===== src/rtl/hash_jtree_lanes.sv =====
// Raster sample jitter stage: per-lane, per-axis XOR-fold hash masked by MSAA
// mode, carried with triangle/colour through an elastic PIPE_DEPTH-stage pipe.
module hash_jtree_lanes #(
  parameter int SIGFIG         = 24,
  parameter int RADIX          = 10,
  parameter int VERTS          = 3,
  parameter int AXIS           = 3,
  parameter int COLORS         = 3,
  parameter int LANES          = 4,
  parameter int PIPE_DEPTH     = 2,
  parameter int HASH_OUT_WIDTH = RADIX - 2
) (
  input  logic                     clk,
  input  logic                     rst,
  input  logic                     in_valid_R14H,
  output logic                     in_ready_R14H,
  input  logic signed [SIGFIG-1:0] tri_R14S [VERTS][AXIS],
  input  logic        [SIGFIG-1:0] color_R14U [COLORS],
  input  logic signed [SIGFIG-1:0] sample_R14S [2][LANES],
  input  logic        [LANES-1:0]  validSamp_R14H,
  input  logic        [3:0]        subSample_RnnnnU,
  input  logic                     jitter_en_RnnnnH,
  output logic                     out_valid_R16H,
  input  logic                     out_ready_R16H,
  output logic signed [SIGFIG-1:0] tri_R16S [VERTS][AXIS],
  output logic        [SIGFIG-1:0] color_R16U [COLORS],
  output logic signed [SIGFIG-1:0] sample_R16S [2][LANES],
  output logic        [LANES-1:0]  validSamp_R16H,
  output logic                     err_subsample_RnnH
);

  localparam int W  = HASH_OUT_WIDTH;
  localparam int SL = SIGFIG - 4;
  localparam int HW = 2 * SL;

  function automatic logic [W-1:0] fold_hash(input logic [HW-1:0] v);
    logic [W-1:0] h;
    h = '0;
    for (int i = 0; i < HW; i++) begin
      h[i % W] = h[i % W] ^ v[i];
    end
    return h;
  endfunction

  // Fewer jitter bits as the sample grid gets denser; illegal modes jitter nothing.
  function automatic logic [W-1:0] mode_mask(input logic [3:0] mode);
    logic [W-1:0] ones;
    logic [W-1:0] m;
    ones = '1;
    case (mode)
      4'b1000: m = ones;
      4'b0100: m = ones >> 2'd1;
      4'b0010: m = ones >> 2'd2;
      4'b0001: m = ones >> 2'd3;
      default: m = '0;
    endcase
    return m;
  endfunction

  function automatic logic [SIGFIG-1:0] apply_jitter(input logic [SIGFIG-1:0] v,
                                                      input logic [W-1:0]      h);
    logic [SIGFIG-1:0] ext;
    ext = '0;
    ext[W-1:0] = h;
    return v | (ext << (RADIX - W));
  endfunction

  logic [W-1:0]             w_mask;
  logic signed [SIGFIG-1:0] w_samp_j [2][LANES];
  logic [PIPE_DEPTH-1:0]    w_stage_valid;
  logic [PIPE_DEPTH-1:0]    w_load;
  logic                     w_room;
  logic                     r_err;

  // Jittered sample positions for the transaction currently at the input.
  always_comb begin
    w_mask   = mode_mask(subSample_RnnnnU);
    w_samp_j = sample_R14S;
    for (int l = 0; l < LANES; l++) begin
      w_samp_j[0][l] = jitter_en_RnnnnH
        ? apply_jitter(sample_R14S[0][l],
            fold_hash({sample_R14S[1][l][SIGFIG-1:4], sample_R14S[0][l][SIGFIG-1:4]}) & w_mask)
        : sample_R14S[0][l];
      w_samp_j[1][l] = jitter_en_RnnnnH
        ? apply_jitter(sample_R14S[1][l],
            fold_hash({sample_R14S[0][l][SIGFIG-1:4], sample_R14S[1][l][SIGFIG-1:4]}) & w_mask)
        : sample_R14S[1][l];
    end
  end

  // Stage k may load when any stage from k to the tail has room or the sink drains.
  always_comb begin
    w_room = out_ready_R16H;
    w_load = '0;
    for (int k = PIPE_DEPTH - 1; k >= 0; k--) begin
      w_room    = w_room | ~w_stage_valid[k];
      w_load[k] = w_room;
    end
  end

  assign in_ready_R14H = ~rst & w_load[0];

  for (genvar g = 0; g < PIPE_DEPTH; g++) begin : g_stage
    logic                     r_valid;
    logic signed [SIGFIG-1:0] r_tri   [VERTS][AXIS];
    logic        [SIGFIG-1:0] r_color [COLORS];
    logic signed [SIGFIG-1:0] r_samp  [2][LANES];
    logic        [LANES-1:0]  r_vsamp;

    assign w_stage_valid[g] = r_valid;

    if (g == 0) begin : g_head
      // Head stage captures the incoming transaction with its jittered samples.
      always_ff @(posedge clk or posedge rst) begin
        if (rst) begin
          r_valid <= 1'b0;
          r_vsamp <= '0;
          for (int v = 0; v < VERTS; v++)
            for (int a = 0; a < AXIS; a++) r_tri[v][a] <= '0;
          for (int c = 0; c < COLORS; c++) r_color[c] <= '0;
          for (int a = 0; a < 2; a++)
            for (int l = 0; l < LANES; l++) r_samp[a][l] <= '0;
        end else if (w_load[0]) begin
          r_valid <= in_valid_R14H;
          r_vsamp <= validSamp_R14H;
          r_tri   <= tri_R14S;
          r_color <= color_R14U;
          r_samp  <= w_samp_j;
        end
      end
    end else begin : g_body
      // Later stages shift the previous stage forward when it can advance.
      always_ff @(posedge clk or posedge rst) begin
        if (rst) begin
          r_valid <= 1'b0;
          r_vsamp <= '0;
          for (int v = 0; v < VERTS; v++)
            for (int a = 0; a < AXIS; a++) r_tri[v][a] <= '0;
          for (int c = 0; c < COLORS; c++) r_color[c] <= '0;
          for (int a = 0; a < 2; a++)
            for (int l = 0; l < LANES; l++) r_samp[a][l] <= '0;
        end else if (w_load[g]) begin
          r_valid <= g_stage[g-1].r_valid;
          r_vsamp <= g_stage[g-1].r_vsamp;
          r_tri   <= g_stage[g-1].r_tri;
          r_color <= g_stage[g-1].r_color;
          r_samp  <= g_stage[g-1].r_samp;
        end
      end
    end
  end

  // Sticky until reset: an accepted transaction carried a non-one-hot mode.
  always_ff @(posedge clk or posedge rst) begin
    if (rst) begin
      r_err <= 1'b0;
    end else if (in_valid_R14H && in_ready_R14H && !$onehot(subSample_RnnnnU)) begin
      r_err <= 1'b1;
    end
  end

  assign out_valid_R16H     = g_stage[PIPE_DEPTH-1].r_valid;
  assign tri_R16S           = g_stage[PIPE_DEPTH-1].r_tri;
  assign color_R16U         = g_stage[PIPE_DEPTH-1].r_color;
  assign sample_R16S        = g_stage[PIPE_DEPTH-1].r_samp;
  assign validSamp_R16H     = g_stage[PIPE_DEPTH-1].r_vsamp;
  assign err_subsample_RnnH = r_err;

endmodule


===== config.mk =====
export PLATFORM = sky130hd
export DESIGN_NAME = hash_jtree_lanes
export DESIGN_NICKNAME = d
export VERILOG_FILES = /design/src/rtl/hash_jtree_lanes.sv
export SDC_FILE = /design/constraint.sdc
export NUM_CORES = 2
export LEC_CHECK = 0
export BUFFER_PORTS_ARGS = -buffer_cell sky130_fd_sc_hd__clkbuf_2
export CAP_MARGIN = 20
export CORE_AREA = 2 2 383 385
export DETAILED_ROUTE_END_ITERATION = 16
export DIE_AREA = 0 0 385 387
export PLACE_DENSITY = 0.54
export SETUP_SLACK_MARGIN = 0.3
export SLEW_MARGIN = 15
export SYNTH_ARGS = -nofsm -noshare
export SYNTH_HDL_FRONTEND = slang
export SYNTH_SLANG_ARGS = --single-unit

===== constraint.sdc =====
create_clock -name clk -period 49.4 [get_ports clk]
set_clock_uncertainty 0.1 [all_clocks]
set_input_delay 4.94 -clock clk [delete_from_list [all_inputs] [get_ports clk]]
set_output_delay 4.94 -clock clk [all_outputs]
set_load 0.05 [all_outputs]

# --- After elaboration in Yosys (flattened, before gate mapping) ---
# Cells that the tools add are included.
word_totals:
  in_bits: 493
  output_inout_bits: 487
  word_cells: 343
  regBits: 971
op_classes:
  n_addsub: 3
  eq_ne: 5
  n_mux: 9
  n_reduce_logical: 3
  n_bitwise: 278
ops:
  columns: ["cell", "count"]
  rows:
  - ["$xor 1x1->1", 256]
  - ["$mux 24", 8]
  - ["$or 24x10->24", 8]
  - ["$and 8x8->8", 8]
  - ["$pmux 8 s4", 1]
  - ["$add 1x1->2", 2]
  - ["$eq 4x1->1 const B", 1]
  - ["$eq 4x2->1 const B", 1]
  - ["$eq 4x3->1 const B", 1]
  - ["$eq 4x4->1 const B", 1]
  - ["$add 3x3->3", 1]
  - ["$eq 3x1->1 const B", 1]
  - ["$not 1->1", 3]
  - ["$logic_and 1x1->1", 2]
  - ["$or 1x1->1", 2]
  - ["$and 1x1->1", 1]
  - ["$logic_not 1->1", 1]

# --- Longest topological paths before layout ---
depth:
  word_depth: 7
  ltp_mapped: 8

# --- Worst setup path after synthesis ---
# No wires, ideal clock.
synth_path:
  path_type: "input to output"
  startpoint: "input out_ready_R16H"
  endpoint: "output in_ready_R14H"
  required_ns: 44.360
  n_path_buf: 2
  t_arrival_ns: 6.090
  path_slack_ns: 38.270
  path_stages: 5
  path_cell_list: "nor2b_1 buf_2 and2_1 buf_4 nor2_1"
synth_between:
  elab_chain_len: 3
synth_lines:
  columns: ["item", "line", "rtl"]
  rows:
  - ["start: declaration", "24", "input logic out_ready_R16H,"]
  - ["$or 1x1->1 (2 in a row)", "96", "w_room = w_room | ~w_stage_valid[k];"]
  - ["$and 1x1->1", "101", "assign in_ready_R14H = ~rst & w_load[0];"]
  - ["end: declaration", "16", "output logic in_ready_R14H,"]
# No other way between the ends.

# --- Final worst setup path ---
# Ends and elaborated chain as after synthesis.

==> out/qor.yml <==
synth-edff-count: 0
syn_area_mm2: 0.0376
p_sw_mw: 0.817
yosysMostFrequentCell: "nand2_1"
synth_top_cell_by_area: "dfrtp_1"
path_class: "in -> out"
wire_per_inst_um: 19.6
start_util_pct: 25.9
cts_made_buffers: 106
core_area_mm2: 0.145
maxCapViolations: 0
cp_max_fo: 39
power_mw: 2.34
final_nets: 4653
hold_viol: 0
finalSetupViolCount: 0
design_area_mm2: 0.0481
worst_pin_slew_ns: 1.13
cts_hold_buf: 0
async_flop_share_pct: 100
areaGrowthSynthToFinish_pct: 28.0
met1_usage_pct: 19.6
critPathRequiredTime_ns: 44.36
internal_power_mw: 1.53
drt-total-wl_um: 121000
cts_tree: "done"
worst_ep_arrival_time_ns: 6.63
grt_use_total_pct: 15.9
p_clk_share_pct: 34.5
dieArea_mm2: 0.149
cts.sinks: 971
grt_pass1_wl_um: 178000
netlist_top_cells_count: "nand2_1 (1,262), dfrtp_1 (971), mux2_2 (484)"
insertion_delay_ns: 0.71
ys_seq_elements: 971
synth_cells: 3192
drive_gt1_share_pct: 39.5
ys.flop_type: "dfrtp_1"
routabilityCongestion: 0.878
crit_path_end_kind: "output pin"
postRouteAntennaNets: 0
yosys.area.top_type_share_pct: 64.7
cts_setup_buffers: 0
io_pins: 980
final_core_util_pct: 33.2
finalSetupTns_ns: 0
grtUsageMet2_pct: 24.8
rsz0062_at_grt: "no"
num_vias: 26600
power_density_mw_per_mm2: 48.7
layout_min_cycle_time_ns: 11.67
clockBufferDepth: 3
grt_max_degree: 158
dpl_cell_area_mm2: 0.0444
viasPerCell: 4.31
p_sw_share_pct: 34.8
whs_ns: 0.357
h-tree-depth: 3
dr.first_iter.drc_count: 1277
rows: 140
peakVddDrop_mv: 0.0353
relSlewSlack_pct: 24.4
yosysUniqueCellTypes: 28
grt.overflow.total: 0
io_buffers: 979
antenna_found_initial: 28
met3_usage_pct: 5.80
hold_class: "reg -> reg"
first_pass_iters: 5
period_share_pct: 23.6
grt_pass1_vias: 27200
pwr-share-comb_pct: 24.2
synth_seq_area_share_pct: 64.7
p_leak_nw: 24.0
yosysWarnings: 0
status: "finished, final reports clean"
synthesis.nets: 3695
seqPwrFrac_pct: 41.3
drc: 0
fp.dieW_um: 385
ys_top_cells_by_area: "dfrtp_1 (65%), mux2_2 (15%), nand2_1 (13%), xnor2_1 (1.7%), buf_2 (1.5%)"
hpwl_um: 87300
avgSynthCellArea_um2: 11.8
drv_slew: 0
ctsRootBufferMaster: "clkbuf_16"
top_usage_layer: "met2"
die_h_um: 387
cts_resized: 0
path_clk_slew_ns: 0.06
max_freq_mhz: 85.7
start_kind: "primary input"
==> layout make-up <==
| cell class | instances | area, µm² |
|---|---|---|
| Antenna cell | 19 | 47.5 |
| Clock buffer | 157 | 3160 |
| Clock inverter | 33 | 418 |
| Fill cell | 14900 | 96800 |
| Inverter | 5 | 26.3 |
| Multi-Input combinational cell | 2051 | 12500 |
| Sequential cell | 971 | 24300 |
| Tap cell | 1917 | 2400 |
| Timing Repair Buffer | 1015 | 5230 |
==> sequential cells by signal (all words and copies together) (netlist names) <==
register and count:
g_stage.r_tri 216, tri_R16S 216, color_R16U 72, g_stage.r_valid 1, g_stage.r_vsamp 4, validSamp_R16H 4
g_stage.r_samp 192, sample_R16S 192, g_stage.r_color 72, out_valid_R16H 1, err_subsample_RnnH 1
==> final timing paths <==
kind | slack, ns | startpoint | to | cells past startpoint
hold reg to reg | 0.36 | g_stage[0].r_tri[86] | g_stage[0].r_tri[86] | 2
setup / recovery | 37.73 | out_ready_R16H | in_ready_R14H | 5
max in group asynchronous | 41.18 | rst | g_stage[0].r_color[15] | 6
setup reg to reg | 44.64 | out_valid_R16H | tri_R16S[134] | 6
min in group asynchronous | 4.26 | rst | tri_R16S[172] | 2
hold / removal | 0.36 | g_stage[0].r_tri[86] | g_stage[0].r_tri[86] | 2
==> power groups by stage <==
stage | clock (mW) | sequential (mW) | combinational (mW)
after floorplan | 0 | 1.21 | 0.164
after global placement | 0 | 0.976 | 0.569
after detailed placement | 0 | 0.981 | 0.572
after CTS | 0.835 | 0.968 | 0.574
after global routing | 0.868 | 0.982 | 0.599
final | 0.809 | 0.967 | 0.567
==> per-layer routing <==
metal / part of all wire, % / wire [µm]
met5: 0.097 / 117
met1: 41 / 49700
met3: 8.7 / 10600
met4: 4.2 / 5100
met2: 46 / 55300
==> stage by stage <==
stage,cells,worst slack [ns]
6_report,6168,37.73
5_1_grt,6162,37.59
4_1_cts,6148,37.69
3_5_place_dp,5958,37.69
3_3_place_gp,5958,37.71
2_1_floorplan,3192,17.05
==> cell usage in the layout (no fill, tap or decap), drive strengths merged <==
master / n
nand3b: 1
nor3: 8
clkinvlp: 5
mux2: 484
nand2b: 2
o211ai: 1
clkinv: 21
or2: 1
and2: 1
nor2b: 1
xnor3: 16
dfrtp: 971
nand2: 1262
clkbuf: 1136
a31o: 1
and4: 1
nor2: 66
nand4: 2
diode: 19
xnor2: 72
nand3: 2
ha: 9
fa: 1
inv: 7
a21oi: 40
xor2: 24
o22a: 16
buf: 36
bufinv: 5
o22ai: 40
==> logic make-up (layout without fill, tap and decap cells) <==
kind of cell             after synthesis  count (layout)  synth area share, %
AO/OA/AOI/OAI                         98              98                 1.62
XOR/XNOR                             112             112                 3.20
adder cells (fa/ha/maj)               10              10                0.353
buffers and inverters                170            1210                 2.07
flip-flops                           971             971                 64.7
multiplexers                         484             484                 14.5
other                                  0              19                    0
AND/OR/NAND/NOR                     1347            1347                 13.6
==> worst max-delay path, stage by stage <==
cell      delay [ns]
clkbuf_2        0.11
nor2b_4         0.63
and2_4          0.57
nor2_1          0.11
clkbuf_2        0.26
No activity file was read; power rests on OpenSTA's default activity.
